### src/rtl/mem_arbiter.sv
// mem_arbiter: shares one memory port between two masters.
// Round-robin selection on contention, grant held for a whole transaction,
// registered memory request, and a watchdog that aborts a transaction when
// memory never answers.
//
// Handshake (both sides): a requester raises read or write (write wins if
// both are high) together with addr/wdata and holds them stable until it
// samples ready or err high at a rising edge; it drops the request at that
// same edge. ready/err are single-cycle pulses and rdata is valid only while
// ready is high. On the memory side the strobe stays high until mem_ready is
// sampled high, or until the watchdog aborts the transaction.
module mem_arbiter #(
   parameter int ADDR_WIDTH = 32,
   parameter int DATA_WIDTH = 32,
   parameter int TIMEOUT    = 255
) (
   input  logic                  clk,
   input  logic                  rst_n,
   input  logic                  m0_read,
   input  logic                  m0_write,
   input  logic [ADDR_WIDTH-1:0] m0_addr,
   input  logic [DATA_WIDTH-1:0] m0_wdata,
   output logic [DATA_WIDTH-1:0] m0_rdata,
   output logic                  m0_ready,
   output logic                  m0_err,
   input  logic                  m1_read,
   input  logic                  m1_write,
   input  logic [ADDR_WIDTH-1:0] m1_addr,
   input  logic [DATA_WIDTH-1:0] m1_wdata,
   output logic [DATA_WIDTH-1:0] m1_rdata,
   output logic                  m1_ready,
   output logic                  m1_err,
   output logic                  mem_read,
   output logic                  mem_write,
   output logic [ADDR_WIDTH-1:0] mem_addr,
   output logic [DATA_WIDTH-1:0] mem_wdata,
   input  logic [DATA_WIDTH-1:0] mem_rdata,
   input  logic                  mem_ready,
   output logic [1:0]            grant,
   output logic [7:0]            err_count
);

   typedef enum logic [1:0] {IDLE, BUSY, RESP} state_t;

   // Watchdog fires on the TIMEOUT-th BUSY edge, i.e. when the counter
   // (cleared on entry to BUSY) still holds TIMEOUT-1.
   localparam logic [7:0] TO_LAST = 8'(TIMEOUT - 1);

   state_t                state;
   logic                  last_m1;   // 1: master 1 was served last
   logic                  owner_m1;  // owner of the current transaction
   logic [7:0]            cnt;

   logic                  m0_req;
   logic                  m1_req;
   logic                  pick_m1;
   logic                  sel_write;
   logic [ADDR_WIDTH-1:0] sel_addr;
   logic [DATA_WIDTH-1:0] sel_wdata;
   logic [DATA_WIDTH-1:0] resp_data;

   // Request decode and round-robin pick: on contention the master not
   // served last wins; last_m1 resets to 1 so the first contention goes to m0.
   always_comb begin
      m0_req    = m0_read | m0_write;
      m1_req    = m1_read | m1_write;
      pick_m1   = m1_req & (~m0_req | ~last_m1);
      sel_write = pick_m1 ? m1_write : m0_write;
      sel_addr  = pick_m1 ? m1_addr  : m0_addr;
      sel_wdata = pick_m1 ? m1_wdata : m0_wdata;
      resp_data = mem_write ? '0 : mem_rdata;
   end

   // Arbitration FSM with registered memory request and master responses.
   always_ff @(posedge clk or negedge rst_n) begin
      if (!rst_n) begin
         state     <= IDLE;
         last_m1   <= 1'b1;
         owner_m1  <= 1'b0;
         cnt       <= 8'd0;
         grant     <= 2'b00;
         mem_read  <= 1'b0;
         mem_write <= 1'b0;
         mem_addr  <= '0;
         mem_wdata <= '0;
         m0_ready  <= 1'b0;
         m0_err    <= 1'b0;
         m0_rdata  <= '0;
         m1_ready  <= 1'b0;
         m1_err    <= 1'b0;
         m1_rdata  <= '0;
         err_count <= 8'd0;
      end else begin
         case (state)
            IDLE: begin
               if (m0_req | m1_req) begin
                  owner_m1  <= pick_m1;
                  grant     <= pick_m1 ? 2'b10 : 2'b01;
                  mem_write <= sel_write;
                  mem_read  <= ~sel_write;
                  mem_addr  <= sel_addr;
                  mem_wdata <= sel_wdata;
                  cnt       <= 8'd0;
                  state     <= BUSY;
               end
            end
            BUSY: begin
               if (mem_ready) begin
                  // A completion on the watchdog edge still counts as success.
                  mem_read  <= 1'b0;
                  mem_write <= 1'b0;
                  if (owner_m1) begin
                     m1_ready <= 1'b1;
                     m1_rdata <= resp_data;
                  end else begin
                     m0_ready <= 1'b1;
                     m0_rdata <= resp_data;
                  end
                  state <= RESP;
               end else if (cnt == TO_LAST) begin
                  mem_read  <= 1'b0;
                  mem_write <= 1'b0;
                  if (owner_m1) begin
                     m1_err <= 1'b1;
                  end else begin
                     m0_err <= 1'b1;
                  end
                  if (err_count != 8'hFF) begin
                     err_count <= err_count + 8'd1;
                  end
                  state <= RESP;
               end else begin
                  cnt <= cnt + 8'd1;
               end
            end
            RESP: begin
               m0_ready <= 1'b0;
               m0_err   <= 1'b0;
               m0_rdata <= '0;
               m1_ready <= 1'b0;
               m1_err   <= 1'b0;
               m1_rdata <= '0;
               grant    <= 2'b00;
               last_m1  <= owner_m1;
               state    <= IDLE;
            end
            default: begin
               state <= IDLE;
            end
         endcase
      end
   end

endmodule

### config.mk
export PLATFORM = sky130hd
export DESIGN_NAME = mem_arbiter
export DESIGN_NICKNAME = d
export VERILOG_FILES = /design/src/rtl/mem_arbiter.sv
export SDC_FILE = /design/constraint.sdc
export NUM_CORES = 1
export LEC_CHECK = 0
export CORE_ASPECT_RATIO = 1.75
export CORE_MARGIN = 3
export CORE_UTILIZATION = 31
export CTS_BUF_LIST = sky130_fd_sc_hd__clkbuf_4 sky130_fd_sc_hd__clkbuf_8 sky130_fd_sc_hd__clkbuf_16
export DETAILED_ROUTE_END_ITERATION = 16
export SLEW_MARGIN = 20
export SYNTH_ARGS = -nofsm -noshare
export SYNTH_HDL_FRONTEND = slang
export SYNTH_SLANG_ARGS = --single-unit
### constraint.sdc
create_clock -name clk -period 2.5 [get_ports clk]
set_input_delay 0.5 -clock clk [delete_from_list [all_inputs] [get_ports clk]]
set_output_delay 0.5 -clock clk [all_outputs]
set_load 0.02 [all_outputs]
==> results by group, run 1 <==
Timing
  • # setup viols final: 0
  • Slew HR: 60.9%
  • Min Tclk post-route: roughly 2.0 ns
  • Slew @ Worst Pin: 0.587 ns
  • Final Hold Viols: 0
  • Peak Freq: 0.498 GHz
  • Tcrit/Tclk final: approximately four fifths
  • RSZ-0062 raised after global routing: no
  • Pins Over Slew Limit: 0
  • Skew final: between 0.01 and 0.015 ns
  • Setup TNS: 0 ns

CTS
  • Post-CTS setup buffer count: 0
  • CTS clk-pin slew, worst paths: 0.06 ns
  • Sink Count: 156
  • Post-CTS Hold Buffers: 0
  • Worst-Skew Late Latency: 0.42 ns
  • CTS tree: done
  • Inserted Clock Buffers: 17
  • Resized cells post-CTS: 0
  • CTS max path bufs: 2
  • H-tree levels: 4
  • Clk root buf: clkbuf_16

Synthesis
  • Avg Inst Size Synth: 9.80 um2
  • Cells after Synth: ~650
  • Synthesized area: about 6400 um2
  • Most frequent cell after synthesis: nand2_1
  • FFs w/ async S/R, synth: 100%
  • Synth warn: 0
  • Seq cells post-synth: 156
  • Most used DFF post-synth: dfrtp_1
  • Seq/Total Area, Yosys: 61.1%
  • Count of cell types in the netlist: 43
  • Post-synth EDFFs: 0
  • Mapped Nets: between 800 and 900
  • Synth area leaders: dfrtp_1 61%, nand2_1 14%, a22oi_1 7.5%, o21ai_0 5.7%, clkbuf_1 1.3%
  • Top cell type's share of synthesized area: between 60% and 70%
  • Commonest cells in the netlist: 231 x nand2_1, 155 x dfrtp_1, 73 x o21ai_0, 64 x a22oi_1, 22 x clkbuf_1
  • Leading area contributor after synthesis: dfrtp_1

Worst setup path
  • Nature of the critical path endpoint: output port
  • Crit Path Class: reg -> out
  • CP Buf/Inv Count: 1
  • RR Startpoint: state[1]$_DFFE_PN0P_
  • Worst Setup Start Kind: flop
  • Crit. Startpoint: err_count[3]$_DFFE_PN0P_
  • CP top delay family: buffers and inverters
  • Crit-path slowest cell: clkdlybuf4s50_1
  • Worst endpoint required time: 2.00 ns
  • Crit-path max cell delay: 0.64 ns
  • Worst path arrival time: 1.51 ns
  • CP cell instances: clkdlybuf4s50_1
  • Crit Path Max Fanout: 6

Drt
  • DR WL/cell: 17.1 um
  • # DRC: 0
  • DRT iter0 DRCs: about 340
  • Antenna-violating nets left: 0
  • Total Wirelength: 20800 um
  • DR vias: 5830
  • Vias per cell: 4.80
  • Initial DRT Pass Iterations: 5

Power and ir drop
  • NetSw: 5.00 mW
  • Clock power share: 19.4%
  • Peak VDD IR: 0.681 mV
  • Seq pwr share: 32.0%
  • Leakage: 4.63 nW
  • Pint: between 7 and 8 mW
  • Comb pwr share: 48.6%
  • Switching fraction of total power: between 30% and 40%
  • PD cells: 1230 nW/um2
  • Total power: approximately 13 mW

Floorplanning
  • Core ar.: 20000 um2
  • Num rows: 68
  • Io pins: roughly 310
  • Initial Utilization: 32.0%
  • Die X-Extent: 115 um
  • Die area: 22400 um2
  • Chip height: 196 um

Worst hold path
  • Min-Delay Path Class: in -> async

Finish
  • Fin area: ~10000 um2
  • Finished Layout Cells: 1215
  • Synth-to-layout area growth: 63.4%
  • Layout cells sized above 1: 6.40%
  • NumNets Final: roughly 1100

Global routing
  • First-pass GRT wire length: 32500 um
  • Vias in the first global route: 6085
  • Global Route Usage Sum: 18.6%
  • Largest net degree at the start of global routing: 66
  • Grt total ovfl: 0
  • Initial antenna violation count: 1

Placed design
  • Final HPWL DP: 15200 um
  • DP Area: 9880 um2
  • Placed cells: approximately 1200
  • GP Congestion: around 0.79
  • Port bufs: 310

Run status
  • Outcome: complete, no violations

Job
  • Max-cap violations: 0
==> worst paths after layout <==
kind | slack, ns | cells after the start | to
max | 0.49 | 1 | err_count[3]
min | 0.07 | 1 | mem_addr[29]$_DFFE_PN0P_
max reg2reg | 0.71 | 6 | m0_rdata[26]$_DFFE_PN0P_
min reg2reg | 0.47 | 2 | m0_rdata[10]$_DFFE_PN0P_
max in group asynchronous | 1.75 | 2 | m1_rdata[26]$_DFFE_PN0P_
min in group clk | 0.47 | 2 | m0_rdata[10]$_DFFE_PN0P_
==> through the flow <==
step	setup slack [ns]	utilization, %	hold WS (ns)
after CTS	0.451	52.2	0.0704
after detailed placement	0.319	49.4	0.469
after floorplan	0.720	-	0.204
after global routing	0.425	52.2	0.0975
final	0.492	52.2	0.0665
after global placement	0.333	49.4	0.460
==> logic make-up (layout without fill, tap and decap cells) <==
logic type	after synthesis	in the layout	synth area share, %
DFF	156	156	61.1
adders and majority gates	3	3	0.587
xor gates and xnor gates	6	6	0.822
and+or+nand+nor	272	272	17.7
AOI/OAI and AO/OA	169	169	16.5
buffers and inverters	44	361	2.90
other	0	1	0
muxes	2	2	0.411
==> metal layers <==
layer	wire length [um]	part of all wire [%]	up-vias	track usage, %
met5	0	0	-	0
met4	562	2.7	0	8.15
met3	1310	6.3	32	4.97
met2	11200	54	218	33.4
met1	7720	37	2743	20.0
li1	-	-	2837	-
==> layout make-up <==
cell class	count	area (um2)
clock inverters	9	98.8
multi-input cells	452	2330
clock buffers	21	455
flip-flops and latches	156	3910
inverters	5	18.8
repair buffers	326	3320
diodes	1	2.50
fillers	1846	9550
well taps	245	307
==> layout by cell type (no fill, tap or decap), types with 3 or more instances in the layout <==
| cell type | count |
|---|---|
| a21oi_1 | 13 |
| a22oi_1 | 64 |
| a31oi_1 | 7 |
| and3_1 | 3 |
| and4_1 | 3 |
| buf_12 | 8 |
| buf_4 | 8 |
| clkbuf_16 | 17 |
| clkbuf_4 | 4 |
| clkdlybuf4s50_1 | 309 |
| clkinv_2 | 6 |
| dfrtp_1 | 155 |
| ha_1 | 3 |
| inv_1 | 5 |
| nand2_1 | 231 |
| nand2b_1 | 3 |
| nand3_1 | 9 |
| nand4_1 | 3 |
| nor2_1 | 6 |
| nor2b_1 | 4 |
| o21ai_0 | 73 |
| xnor2_1 | 4 |
==> state kept, by name, summed over array words and instances, names as in the netlist, 2 cells and up <==
name	count
grant	2
m1_rdata	32
state	2
err_count	8
m0_rdata	32
mem_wdata	32
cnt	8
mem_addr	32
==> power by group through the flow <==
stage / clock network (mW) / registers [mW] / logic [mW]
detailed placement: 0 / 4.13 / 6.35
floorplan: 0 / 5.21 / 2.11
CTS: 2.57 / 4.11 / 6.35
global placement: 0 / 4.11 / 6.29
finish: 2.48 / 4.11 / 6.23
global route: 2.67 / 4.23 / 6.80
(Power assumes the default switching activity.)
==> run 2: changes to the inputs <==
==> constraint.sdc (replaced) <==
create_clock -name clk -period 1.9 [get_ports clk]
set_input_delay 0.38 -clock clk [delete_from_list [all_inputs] [get_ports clk]]
set_output_delay 0.38 -clock clk [all_outputs]
set_load 0.02 [all_outputs]
==> run 2 against run 1 <==
Against the previous run: power increased by 36%; highest routed layer unchanged; via count is 0.81% higher; count of clock-buffer cells in the layout shrank 3; non-clock buffer count is 24 higher; sequential power grew 31%; sequential share of layout area decreased by 0.95 points; cell count increased by 1.9%; routed wire length up 1.1%; first-iteration DRC count up 11%.
==> results by group, run 2 (synthesized netlist as in run 1, its figures left out) <==
Placed design
  • DP Area: 10100 um2 (+2.1%)
  • Port bufs: 310 (unchanged)
  • Final HPWL DP: 15800 um (+3.6%)
  • GP Congestion: 0.806 (+1.5%)

Drt
  • Antenna-violating nets left: 0 (unchanged)
  • Initial DRT Pass Iterations: 6 (+1)
  • Total Wirelength: 21000 um (+1.1%)
  • # DRC: 0 (unchanged)
  • DR WL/cell: 17.0 um (-0.78%)
  • Vias per cell: 4.75 (-1.1%)
  • DRT iter0 DRCs: 380 (+11%)
  • DR vias: 5877 (+0.81%)

Finish
  • Ant diodes: 0 (-1)
  • Fin area: 10700 um2 (+2.6%)
  • NumNets Final: 1152 (+2.1%)
  • Synth-to-layout area growth: 67.6%
  • Commonest non-fill, non-tap cell in the layout: clkdlybuf4s50_1
  • Most frequent cells in the layout: 304 x clkdlybuf4s50_1, 231 x nand2_1, 155 x dfrtp_1
  • Layout cells sized above 1: 8.56% (+2.2 points)

Worst setup path
  • CP cell instances: clkdlybuf4s50_1
  • Crit Path Max Fanout: 4 (-2)
  • Worst path arrival time: 1.46 ns (-0.05 ns)
  • Crit-path max cell delay: 0.63 ns (about the same)
  • Crit Path Class: reg -> out
  • Crit-path slowest cell: clkdlybuf4s50_1
  • CP Buf/Inv Count: 1 (unchanged)
  • CP top delay family: buffers and inverters
  • Nature of the critical path endpoint: output port
  • Worst endpoint required time: 1.52 ns (-0.48 ns)
  • Worst Setup Start Kind: flop

Global routing
  • Vias in the first global route: 6176 (+1.5%)
  • Initial antenna violation count: 0 (-1)
  • Global Route Usage Sum: 19.0% (+0.44 points)
  • First-pass GRT wire length: 33300 um (+2.5%)
  • Grt total ovfl: 0 (unchanged)
  • Largest net degree at the start of global routing: 55 (-17%)

Timing
  • RSZ-0062 raised after global routing: no
  • Pins Over Slew Limit: 0 (unchanged)
  • Slew @ Worst Pin: 0.463 ns (-0.124 ns)
  • Min Tclk post-route: 1.84 ns
  • Skew final: 0.0102 ns (-0.000309 ns)
  • Hold slack: 0.405 ns (+0.339 ns)
  • # setup viols final: 0 (unchanged)
  • Tcrit/Tclk final: between 90% and 100%
  • Slew HR: 69.1% (+8.2 points)
  • Final Hold Viols: 0 (unchanged)
  • Peak Freq: approximately 0.54 GHz

Floorplanning
  • Die X-Extent: 115 um (unchanged)
  • Chip height: 196 um (unchanged)
  • Core ar.: 20000 um2 (unchanged)
  • Io pins: 311 (unchanged)
  • Num rows: 68 (unchanged)
  • Die area: 22400 um2 (unchanged)
  • Initial Utilization: 32.0% (unchanged)

Worst hold path
  • Min-Delay Path Class: in -> async

Run status
  • Outcome: complete, no violations

CTS
  • H-tree levels: 4 (unchanged)
  • Post-CTS setup buffer count: 0 (unchanged)
  • Sink Count: 156 (unchanged)
  • Inserted Clock Buffers: 17 (unchanged)
  • CTS max path bufs: 2 (unchanged)
  • Worst-Skew Late Latency: 0.42 ns (about the same)
  • CTS tree: done
  • CTS clk-pin slew, worst paths: 0.06 ns (about the same)
  • Clk root buf: clkbuf_16

Job
  • Max-cap violations: 0 (unchanged)

Power and ir drop
  • Peak VDD IR: 1.29 mV (+89%)
  • Leakage: 4.83 nW (+4.3%)
  • Total power: 17.5 mW (+36%)
  • PD cells: 1630 nW/um2 (+33%)
## run 2: metrics by stage
step | setup TNS, ns | worst slack (ns) | util, % | std cells
after floorplan | 0 | 0.156 | - | 652
after global placement | -1.95 | -0.0992 | 50.5 | 1207
after detailed placement | -4.86 | -0.141 | 50.5 | 1207
after CTS | 0 | 0.00214 | 53.5 | 1238
after global routing | 0 | 0.00258 | 53.6 | 1238
final | 0 | 0.0569 | 53.6 | 1238
## run 2: layer usage
metal  track usage, %  vias to the layer above  wire [um]
li1                 -                     2881          -
met3             5.28                       23       1340
met5                0                        -          0
met4             7.05                        0        467
met1             21.1                     2760       7870
met2             34.1                      213      11300
## run 2: final timing paths
check,start,endpoint,slack [ns],depth (start not counted)
worst min-delay path,rst_n,mem_addr[29]$_DFFE_PN0P_,0.41,2
worst max register to register,state[0]$_DFFE_PN0P_,cnt[4]$_DFFE_PN0P_,0.16,5
worst min register to register,m0_rdata[7]$_DFFE_PN0P_,m0_rdata[7]$_DFFE_PN0P_,0.48,2
max in group asynchronous,rst_n,mem_addr[17]$_DFFE_PN0P_,0.85,3
worst max-delay path,err_count[1]$_DFFE_PN0P_,err_count[1],0.06,1
min in group clk,m0_rdata[7]$_DFFE_PN0P_,m0_rdata[7]$_DFFE_PN0P_,0.48,2
## run 2: repair_timing
item / in CTS / in global routing
endpoints found under the setup margin: 2 / 3
hold buffers: 1 / 0
gates resized for setup: 2 / 3
hold endpoints to repair: 26 / 0
## run 2: worst reg2reg max path, cell delays in order, from the launching register on
cell and delay (ns):
dfrtp_1 0.48, or3b_4 0.45, buf_4 0.15, a21o_1 0.20, nand2_1 0.20, a31oi_1 0.12
## run 2: area by class of cell
cell class / instances / area (um2)
Sequential cell: 156 / 3910
Inverter: 5 / 18.8
Timing Repair Buffer: 350 / 3550
Clock buffer: 18 / 433
Multi-Input combinational cell: 452 / 2330
Clock inverter: 12 / 171
Fill cell: 1835 / 9280
Tap cell: 245 / 307
## run 2: power by group
part	internal, mW	total (mW)	switching [mW]	leakage, nW
Clock	2.19	3.53	1.34	0.291
Combinational	3.98	8.56	4.58	2.55
Sequential	4.65	5.40	0.752	1.99
